<file path="src/rtl/pipe_hazard_ctrl.sv">
// Control pipeline for the 5-stage MIPS datapath. It carries the decoder bundle
// through ID/EX, EX/MEM and MEM/WB, and handles load-use stalls, EX branch flushes and forwarding.
module pipe_hazard_ctrl #(
    parameter int REG_W    = 5,
    parameter int ALUOP_W  = 2,
    parameter int LU_STALL = 1
) (
    input  logic               clk,
    input  logic               rst,
    input  logic               id_valid,
    input  logic [REG_W-1:0]   id_rs,
    input  logic [REG_W-1:0]   id_rt,
    input  logic [REG_W-1:0]   id_rd,
    input  logic               id_RegDst,
    input  logic               id_ALUSrc,
    input  logic               id_MemtoReg,
    input  logic               id_RegWrite,
    input  logic               id_MemRead,
    input  logic               id_MemWrite,
    input  logic               id_Branch,
    input  logic               id_Bne,
    input  logic               id_Jump,
    input  logic [ALUOP_W-1:0] id_ALUOp,
    input  logic               ex_zero,
    output logic               pc_write,
    output logic               ifid_write,
    output logic               ifid_flush,
    output logic               pc_src,
    output logic               pc_jump,
    output logic               ex_ALUSrc,
    output logic [ALUOP_W-1:0] ex_ALUOp,
    output logic [REG_W-1:0]   ex_wreg,
    output logic [1:0]         fwd_a,
    output logic [1:0]         fwd_b,
    output logic               mem_MemRead,
    output logic               mem_MemWrite,
    output logic               wb_RegWrite,
    output logic               wb_MemtoReg,
    output logic [REG_W-1:0]   wb_wreg
);

    // ID/EX control bundle; RegDst is consumed in ID when forming the destination.
    typedef struct packed {
        logic               alusrc;
        logic [ALUOP_W-1:0] aluop;
        logic               memtoreg;
        logic               regwrite;
        logic               memread;
        logic               memwrite;
        logic               branch;
        logic               bne;
        logic               jump;
        logic [REG_W-1:0]   rs;
        logic [REG_W-1:0]   rt;
        logic [REG_W-1:0]   wreg;
    } idex_t;

    typedef struct packed {
        logic             regwrite;
        logic             memtoreg;
        logic             memread;
        logic             memwrite;
        logic [REG_W-1:0] wreg;
    } exmem_t;

    typedef struct packed {
        logic             regwrite;
        logic             memtoreg;
        logic [REG_W-1:0] wreg;
    } memwb_t;

    idex_t  id_b, ex_q;
    exmem_t mem_q;
    memwb_t wb_q;

    logic take, lu_hit, stall, bubble;

    always_comb begin
        id_b          = '0;
        id_b.alusrc   = id_ALUSrc;
        id_b.aluop    = id_ALUOp;
        id_b.memtoreg = id_MemtoReg;
        id_b.regwrite = id_RegWrite;
        id_b.memread  = id_MemRead;
        id_b.memwrite = id_MemWrite;
        id_b.branch   = id_Branch;
        id_b.bne      = id_Bne;
        id_b.jump     = id_Jump;
        id_b.rs       = id_rs;
        id_b.rt       = id_rt;
        id_b.wreg     = id_RegDst ? id_rd : id_rt;
    end

    // A taken branch squashes the ID instruction anyway, so it overrides any stall.
    always_comb begin
        take   = ex_q.jump | (ex_q.branch & ex_zero) | (ex_q.bne & ~ex_zero);
        lu_hit = ex_q.memread & (ex_q.wreg != '0) &
                 ((ex_q.wreg == id_rs) | (ex_q.wreg == id_rt));
        stall  = (LU_STALL != 0) & id_valid & lu_hit & ~take;
        bubble = ~id_valid | stall | take;
    end

    always_ff @(posedge clk) begin
        if (rst) begin
            ex_q  <= '0;
            mem_q <= '0;
            wb_q  <= '0;
        end else begin
            ex_q           <= bubble ? '0 : id_b;
            mem_q.regwrite <= ex_q.regwrite;
            mem_q.memtoreg <= ex_q.memtoreg;
            mem_q.memread  <= ex_q.memread;
            mem_q.memwrite <= ex_q.memwrite;
            mem_q.wreg     <= ex_q.wreg;
            wb_q.regwrite  <= mem_q.regwrite;
            wb_q.memtoreg  <= mem_q.memtoreg;
            wb_q.wreg      <= mem_q.wreg;
        end
    end

    function automatic logic [1:0] fwd_sel(input logic [REG_W-1:0] src,
                                           input exmem_t m, input memwb_t w);
        if (m.regwrite && m.wreg != '0 && m.wreg == src)
            return 2'b10;
        else if (w.regwrite && w.wreg != '0 && w.wreg == src)
            return 2'b01;
        else
            return 2'b00;
    endfunction

    always_comb begin
        fwd_a = fwd_sel(ex_q.rs, mem_q, wb_q);
        fwd_b = fwd_sel(ex_q.rt, mem_q, wb_q);
    end

    assign pc_write     = ~stall;
    assign ifid_write   = ~stall;
    assign ifid_flush   = take;
    assign pc_src       = take;
    assign pc_jump      = take & ex_q.jump;

    assign ex_ALUSrc    = ex_q.alusrc;
    assign ex_ALUOp     = ex_q.aluop;
    assign ex_wreg      = ex_q.wreg;
    assign mem_MemRead  = mem_q.memread;
    assign mem_MemWrite = mem_q.memwrite;
    assign wb_RegWrite  = wb_q.regwrite;
    assign wb_MemtoReg  = wb_q.memtoreg;
    assign wb_wreg      = wb_q.wreg;

endmodule
</file>
<file path="config.mk">
export PLATFORM = sky130hd
export DESIGN_NAME = pipe_hazard_ctrl
export DESIGN_NICKNAME = d
export VERILOG_FILES = /design/src/rtl/pipe_hazard_ctrl.sv
export SDC_FILE = /design/constraint.sdc
export NUM_CORES = 1
export LEC_CHECK = 0
export ABC_AREA = 0
export CAP_MARGIN = 20
export CORE_MARGIN = 3
export CORE_UTILIZATION = 53
export CTS_BUF_LIST = sky130_fd_sc_hd__clkbuf_8
export DETAILED_ROUTE_END_ITERATION = 8
export GPL_TIMING_DRIVEN = 0
export PLACE_DENSITY_LB_ADDON = 0.2
export SETUP_SLACK_MARGIN = 0.02
export SLEW_MARGIN = 30
export SYNTH_ARGS = -nofsm -noshare
export SYNTH_HDL_FRONTEND = slang
export SYNTH_SLANG_ARGS = --single-unit
</file>
<file path="constraint.sdc">
create_clock -name clk -period 3.2 [get_ports clk]
set_input_delay 0.64 -clock clk [delete_from_list [all_inputs] [get_ports clk]]
set_output_delay 0.64 -clock clk [all_outputs]
set_load 0.02 [all_outputs]
</file>
==> results by stage, run 1 <==
Finish:
- The number of antenna cells inserted is 0.
- The number of nets at the end of the flow is 291.
- The share of cells above drive strength 1 is 20.6%.
- The layout-stage area growth over the synthesis result is 41.5%.

Timing:
- Setup repair after global routing left no endpoint under its margin.
- Timing would allow up to 0.323 GHz.
- The clock period could shrink to 3.09 ns.
- Headroom to the max-slew limit came out at 66.3%.
- The largest clock skew in the final design is 0.00397 ns.
- The final period utilization is between 90% and 100%.
- The least setup slack across all paths after layout is 0.107 ns.
- The number of pins exceeding their max-slew limit in the final report was 0.
- The pin slew with the least headroom to its limit is 0.506 ns.
- Setup violations remaining at the end of the flow were counted as 0.
- The final-report hold violation count is 0.

Yosys:
- The dominant synthesized flop cell is sky130_fd_sc_hd__dfxtp_1.
- The share of the synthesized area in the top cell type is 42.2%.
- Sequential elements use 42.2% of the synthesized area.
- The post-synthesis net count is 223.
- The number of flops mapped to enable cells by yosys is 0.
- The average instance in the mapped netlist occupies between 10 and 15 µm².
- The cell count after synthesis came out at 193.
- The number of different library cells in the post-synthesis netlist is 26.
- The post-synthesis async set-or-reset flop share is 0%.
- By count the netlist is led by 41 x sky130_fd_sc_hd__dfxtp_1, 20 x sky130_fd_sc_hd__nand3b_1, 19 x sky130_fd_sc_hd__a21oi_2.
- The count of yosys warnings during synthesis is 0.
- The post-synthesis cell area is a little under 2000 µm².
- In the post-synthesis netlist, the biggest area contributors are sky130_fd_sc_hd__dfxtp_1 42%, sky130_fd_sc_hd__a21oi_2 8.5%, sky130_fd_sc_hd__nand3b_1 7.7%.
- The cell type with the largest total area after synthesis is sky130_fd_sc_hd__dfxtp_1.
- The register bit total from synthesis is 41.
- The most common cell in the synthesized netlist is sky130_fd_sc_hd__dfxtp_1.

Power:
- In this run the power density over the cells is around 450 nW/µm².
- In this run the static leakage power is 1.11 nW.
- The maximum vdd ir drop is between 0.2 and 0.3 mV.
- The design draws 1.23 mW.

Clocking:
- The largest buffer count on any clock path is 2.
- The clock net in this run drives a total of 41 sinks.
- The cell at the root of the clock tree is sky130_fd_sc_hd__clkbuf_8.
- TritonCTS built the clock tree.
- The H-tree was split into 2 levels.
- The number of buffers added by the clock tree synthesis step is 5.
- Clock latency on the worst-skew pair, taken at its later pin, is 0.29 ns.
- The clock transition time at the flip-flop clock pins of the worst setup and hold paths is 0.08 ns.

Place:
- The estimated wirelength of the detail-placed design is approximately 3000 µm.
- The final weighted congestion of routability-driven global placement is 0.901.
- OpenSTA, run right after detailed placement, puts the worst setup slack at -0.539 ns.
- During placement, the flow inserted port buffers numbering 54.

GRT:
- The via count of the first global-routing pass came to 1468.
- The wire length of the first global-routing pass is 6850 µm.
- Global routing used 20.5% of the available tracks.
- The aggregate global routing overflow is 0.
- Entering global routing, the biggest net connects 15 pins.
- The number of antenna violations at the first check in global routing is 0.

Die:
- The initialized floorplan defines 21 standard-cell rows.
- From bottom edge to top edge, the die measures 66.6 µm.
- The region available for standard cell placement spans 3440 µm².
- From left edge to right edge, the die measures 66.6 µm.
- The initial standard-cell utilization of the core is 56.6%.
- 56 I/O pins were placed.
- The die area is 4440 µm².

Worst setup path:
- The signal arrival time at the worst endpoint is between 2 and 2.5 ns.
- The most critical setup path has its endpoint at pc_write.
- The count of buffering cells on the critical path with inverters included is 5.
- Walking the worst path, the cells encountered are clkdlybuf4s50_1 > clkinv_1 > a2111oi_4 > o311a_1 > buf_12 > nand2_1 > buf_4 > clkdlybuf4s15_1.
- In this run the critical register-to-register path is captured at ex_q[16].
- The maximum fanout encountered on the critical timing path is 10.
- Counting buffers and inverters, the worst setup path is 8 cells deep.
- The type of the worst setup path is primary input to output pin.
- Tracing the worst setup path back leads to its startpoint at id_valid.
- The slowest stage of the critical path belongs to the cell sky130_fd_sc_hd__clkdlybuf4s50_1.
- The startpoint identified for the worst register-to-register timing path is ex_wreg[1].
- In this run the register-to-register setup slack is 1.48 ns.
- The length in cells of the worst reg-to-reg path is 6.
- The type of destination of the critical path is an output pin.
- The kind of cell with the highest combined delay along the critical path is buffers and inverters.
- The startpoint kind of the worst setup timing path is a primary input.
- The required time reported for the critical path endpoint is 2.56 ns.
- The largest single stage delay on the critical path is around 0.46 ns.

Route:
- In the routed design, unresolved DRC markers number 0.
- The violation count after the first detailed-routing iteration is 76.
- The first-pass detailed-route iteration total is 6.
- The vias per cell is around 5.1.
- The detail-routed net length per standard cell is between 10 and 15 µm.
- The count of nets left with antenna violations once routing finished came out at 0.
- After detailed routing, the total wire length is 4340 µm.
- The routed layout has approximately 1600 vias.

Run:
- The number of max-cap violations is 0.

Hold path:
- The class of the tightest hold or removal check is register to register.

Run status:
- The flow ran to the end, and the final reports show no timing, DRC or antenna violations.
==> kinds of logic (layout without fill, tap and decap cells) <==
| family | count (synthesis) | count (layout) | share of synthesized area (%) |
|---|---|---|---|
| flops | 41 | 41 | 42.2 |
| compound gates | 31 | 31 | 13.3 |
| mux | 5 | 5 | 2.57 |
| simple gates | 63 | 63 | 20.5 |
| buf+inv | 23 | 92 | 7.97 |
| xor+xnor | 30 | 30 | 13.5 |
==> flip-flops by register name, indices dropped and copies added, names as in the netlist <==
name          cells
mem_MemRead       1
wb_wreg           5
ex_ALUOp          2
ex_ALUSrc         1
wb_RegWrite       1
ex_q             17
mem_q             7
wb_MemtoReg       1
mem_MemWrite      1
ex_wreg           5
==> worst register-to-register path, cell delays in order (launching register included) <==
cell and delay [ns]:
sky130_fd_sc_hd__dfxtp_1 0.38, sky130_fd_sc_hd__or3_1 0.38, sky130_fd_sc_hd__o311a_1 0.33, sky130_fd_sc_hd__buf_12 0.15
sky130_fd_sc_hd__buf_4 0.14, sky130_fd_sc_hd__buf_8 0.15, sky130_fd_sc_hd__a21oi_2 0.13
==> metal layers <==
metal | wire [µm] | up-vias | share of wire [%] | global-route usage (%)
met1 | 1830 | 740 | 42 | 23.3
met5 | 0 | - | 0 | 0
li1 | - | 779 | - | -
met4 | 61 | 0 | 1.4 | 7.87
met3 | 192 | 9 | 4.4 | 6.07
met2 | 2260 | 38 | 52 | 35.6
==> what timing repair did <==
item	in CTS	in global routing
endpoints found under the setup margin	2	1
setup buffers	1	7
hold endpoints to repair	0	0
gates resized for setup	7	3
pin swaps	2	3
hold buffers	0	0
==> cell type report <==
class,instances,area (µm²)
Tap cell,46,57.6
Fill cell,231,688
Clock inverter,3,68.8
Inverter,1,3.75
Sequential cell,41,821
Buffer,21,151
Clock buffer,5,68.8
Timing Repair Buffer,62,598
Multi-Input combinational cell,129,985
==> stage by stage <==
stage	hold slack, ns	utilization (%)	instance area [µm²]	setup TNS [ns]	std cells
detailed placement	0.423	73.9	2540	-0.960	293
floorplan	0.414	-	1950	0	193
global route	0.464	80.0	2750	0	308
CTS	0.439	78.6	2710	0	302
finish	0.441	80.0	2750	0	308
global placement	0.418	73.9	2540	-0.918	293
==> worst min-delay path by stage <==
stage / start / end / slack (ns) / cells past startpoint
floorplan: ex_q[18] / mem_MemWrite / 0.41 / 1
global placement: mem_q[7] / wb_MemtoReg / 0.42 / 1
detailed placement: ex_q[21] / mem_q[7] / 0.42 / 1
CTS: ex_q[21] / mem_q[7] / 0.44 / 1
global route: ex_q[21] / mem_q[7] / 0.46 / 1
finish: mem_q[7] / wb_MemtoReg / 0.44 / 1
==> power by group <==
part	internal [mW]	total [mW]	switching, mW
sequential	0.528	0.546	0.0175
combinational	0.105	0.190	0.0852
clock	0.314	0.499	0.185
==> layout by cell type (no fill, tap or decap), types with 2 or more instances in the layout <==
master / count
sky130_fd_sc_hd__dfxtp_1: 41
sky130_fd_sc_hd__o21ai_1: 2
sky130_fd_sc_hd__nor2_1: 5
sky130_fd_sc_hd__nand3b_1: 20
sky130_fd_sc_hd__a21oi_1: 6
sky130_fd_sc_hd__clkdlybuf4s50_1: 51
sky130_fd_sc_hd__mux2i_1: 5
sky130_fd_sc_hd__nor2b_1: 17
sky130_fd_sc_hd__nand3_1: 4
sky130_fd_sc_hd__nor4_2: 2
sky130_fd_sc_hd__a21oi_2: 19
sky130_fd_sc_hd__buf_2: 3
sky130_fd_sc_hd__clkbuf_1: 6
sky130_fd_sc_hd__dlygate4sd2_1: 2
sky130_fd_sc_hd__or4_1: 4
sky130_fd_sc_hd__nor4_1: 2
sky130_fd_sc_hd__buf_4: 17
sky130_fd_sc_hd__clkbuf_8: 5
sky130_fd_sc_hd__bufinv_16: 2
sky130_fd_sc_hd__xor2_1: 14
sky130_fd_sc_hd__xnor2_1: 16
sky130_fd_sc_hd__nand2_1: 8
No activity file was read; power rests on OpenSTA's default activity.
==> inputs of run 2 (changes only) <==
- ABC_CLOCK_PERIOD_IN_PS: not set -> 3690
- HOLD_SLACK_MARGIN: not set -> 0.03
- clock period: 3.2 -> 3.69 ns (I/O delays scaled with it)
==> results by stage, run 2 (same netlist as run 1, synthesis figures left out) <==
Hold path:
- The class of the tightest hold or removal check is register to register (unchanged).
- The critical hold path startpoint is ex_q[21] (was mem_q[7]).

Finish:
- The flip-flop count of the largest register, all copies and words added was 17 (unchanged).
- The share of cells above drive strength 1 is 18.8% (was 20.6%).
- Largest registers: ex_q x17, mem_q x7 (unchanged).
- The fill cell instance count of the final layout came to 239 (was 231).
- The commonest non-fill, non-tap cell in the layout was sky130_fd_sc_hd__clkdlybuf4s50_1 (unchanged).
- The number of antenna cells inserted was 0 (unchanged).
- The largest register by flop count was ex_q (unchanged).
- The layout-stage area growth over the synthesis result came to 38.7% (was 41.5%).
- Commonest cells after routing, fill and taps aside: 52 x sky130_fd_sc_hd__clkdlybuf4s50_1, 41 x sky130_fd_sc_hd__dfxtp_1, 20 x sky130_fd_sc_hd__nand3b_1 (was 51 x sky130_fd_sc_hd__clkdlybuf4s50_1, 41 x sky130_fd_sc_hd__dfxtp_1, 20 x sky130_fd_sc_hd__nand3b_1).
- The number of nets at the end of the flow is 285 (was 291).

GRT:
- The overall track demand over capacity in global routing is 20.5% (about the same).
- The aggregate global routing overflow was 0 (unchanged).
- The largest net degree at the start of global routing was 15 (unchanged).
- The via count of the first global-routing pass is 1481 (was 1468).
- The number of antenna violations at the first check in global routing came to 0 (unchanged).
- The wire length of the first global-routing pass came to 6870 µm (was 6850 µm).

Power:
- The total power is 1.07 mW (was 1.23 mW).
- The maximum vdd ir drop is 0.232 mV (was 0.251 mV).
- The leakage power summed over all cells is 1.07 nW (was 1.11 nW).
- The power per unit of standard cell area came to 395 nW/µm² (was 448 nW/µm²).

Run:
- The number of max-cap violations came to 0 (unchanged).

Timing:
- The number of pins exceeding their max-slew limit in the final report is 0 (unchanged).
- The final worst hold slack is 0.439 ns (was 0.441 ns).
- The number of setup violations in the final report came to 0 (unchanged).
- Subtracting the final worst setup slack from the clock period gives around 3.6 ns.
- The final-report hold violation count is 0 (unchanged).
- In the finished design, the share of the clock period the worst path needs comes to a little over nine tenths.
- The relative slew slack is 66.4% (was 66.3%).
- The largest clock skew in the final design was 0.00400 ns (was 0.00397 ns).
- Setup repair after global routing missed its margin: false (unchanged).
- For this run, the top clock speed supported by timing is 0.282 GHz.
- The pin slew with the least headroom to its limit was 0.504 ns (was 0.506 ns).

Worst setup path:
- The type of the worst setup path is primary input to output pin (unchanged).
- The startpoint kind of the worst setup timing path is a primary input (unchanged).
- The maximum fanout encountered on the critical timing path was 10 (unchanged).
- The end point of the critical path is pc_write (unchanged).
- The start point of the critical path is ex_zero (was id_valid).
- The type of destination of the critical path was an output pin (unchanged).
- The signal arrival time at the worst endpoint was 2.81 ns (was 2.45 ns).
- The minimum setup slack among reg-to-reg paths came to 2.04 ns (was 1.48 ns).
- The length in cells of the worst reg-to-reg path is 5 (was 6).
- The reg-to-reg endpoint is ex_q[16] (unchanged).
- The worst reg2reg path startpoint is ex_wreg[3] (was ex_wreg[1]).
- The required time reported for the critical path endpoint came to 2.95 ns (was 2.56 ns).

Route:
- The vias per cell came to 5.04 (was 5.08).
- The detail-routed net length per standard cell is 14.0 µm (was 14.1 µm).
- The first-pass detailed-route iteration total is 4 (was 6).
- The violation count after the first detailed-routing iteration is 72 (was 76).
- The post-detailed-route count of antenna-violating nets is 0 (unchanged).
- The total via count in the routed design is 1521 (was 1566).
- The detailed-route wire length is 4220 µm (was 4340 µm).
- The detailed-route DRC error count is 0 (unchanged).

Die:
- The area of the core region is 3440 µm² (unchanged).
- The horizontal die dimension is 66.6 µm (unchanged).
- The initial standard-cell utilization of the core is 56.6% (unchanged).
- The chip height is 66.6 µm (unchanged).
- The die area came to 4440 µm² (unchanged).
- The number of placement rows came to 21 (unchanged).
- The number of top-level design ports was 56 (unchanged).

Clocking:
- The number of buffers added by the clock tree synthesis step came to 5 (unchanged).
- The number of hold-repair buffers added at the cts stage is 0 (unchanged).
- The clock transition time at the flip-flop clock pins of the worst setup and hold paths is 0.08 ns (about the same).
- The H-tree level count was 2 (unchanged).
- The largest buffer count on any clock path is 2 (unchanged).
- The clock sink count came to 41 (unchanged).
- The cell at the root of the clock tree is sky130_fd_sc_hd__clkbuf_8 (unchanged).
- The clock latency reported for the late side of the worst-skew pair is 0.29 ns (about the same).
- The clock tree from TritonCTS is built (unchanged).

Place:
- The final weighted congestion of routability-driven global placement is 0.901 (unchanged).
- The count of input and output buffers is 54 (unchanged).
- The estimated wirelength of the detail-placed design was 3000 µm (unchanged).

Run status:
- Run status: finished clean (unchanged).
==> run 2: how the worst min path moves through the flow <==
stage | cells past startpoint | slack, ns | end
finish | 1 | 0.44 | mem_q[7]
global route | 1 | 0.46 | mem_q[7]
CTS | 1 | 0.44 | mem_q[7]
detailed placement | 1 | 0.42 | mem_q[7]
global placement | 1 | 0.42 | wb_MemtoReg
floorplan | 1 | 0.41 | mem_MemWrite
==> run 2: report_power, final <==
group	switching [mW]	total, mW	internal, mW
clock	0.161	0.433	0.272
combinational	0.0715	0.159	0.0874
sequential	0.0151	0.473	0.458
==> run 2: per-layer routing <==
| metal | track usage (%) | part of all wire (%) | up-vias |
|---|---|---|---|
| li1 | - | - | 766 |
| met1 | 23.3 | 43 | 712 |
| met2 | 35.5 | 52 | 35 |
| met3 | 6.07 | 4.1 | 8 |
| met4 | 8.38 | 1.5 | 0 |
| met5 | 0 | 0 | - |
==> run 2: layout make-up <==
class / instances / area, µm² / share of cell area, %
Multi-Input combinational cell: 129 / 977 / 36.2
Clock inverter: 3 / 68.8 / 2.55
Tap cell: 46 / 57.6 / 2.13
Inverter: 1 / 3.75 / 0.139
Sequential cell: 41 / 821 / 30.4
Clock buffer: 5 / 68.8 / 2.55
Buffer: 22 / 154 / 5.70
Timing Repair Buffer: 55 / 549 / 20.3
==> run 2: worst max-delay path, cell delays in order <==
cell,delay [ns]
sky130_fd_sc_hd__clkdlybuf4s50_1,0.55
sky130_fd_sc_hd__nor2b_1,0.11
sky130_fd_sc_hd__a2111oi_4,0.35
sky130_fd_sc_hd__o311a_1,0.24
sky130_fd_sc_hd__buf_6,0.14
sky130_fd_sc_hd__buf_8,0.16
sky130_fd_sc_hd__nand2_1,0.08
sky130_fd_sc_hd__buf_4,0.13
sky130_fd_sc_hd__dlygate4sd2_1,0.31
==> run 2: what timing repair did <==
| action | in CTS | in global routing |
|---|---|---|
| gates cloned | 0 | 0 |
| endpoints found under the setup margin | 2 | 1 |
| resized for setup | 2 | 2 |
| setup buffers | 1 | 0 |
| pin swaps | 1 | 0 |
==> run 2: stage by stage <==
| stage | worst slack, ns | util, % | area [µm²] | setup TNS [ns] | instances |
|---|---|---|---|---|---|
| 2_1_floorplan | 0.854 | - | 1950 | 0 | 193 |
| 3_3_place_gp | -0.222 | 73.9 | 2540 | -0.330 | 293 |
| 3_5_place_dp | -0.245 | 73.9 | 2540 | -0.372 | 293 |
| 4_1_cts | 0.0212 | 78.3 | 2700 | 0 | 302 |
| 5_1_grt | 0.0594 | 78.4 | 2700 | 0 | 302 |
| 6_report | 0.138 | 78.4 | 2700 | 0 | 302 |
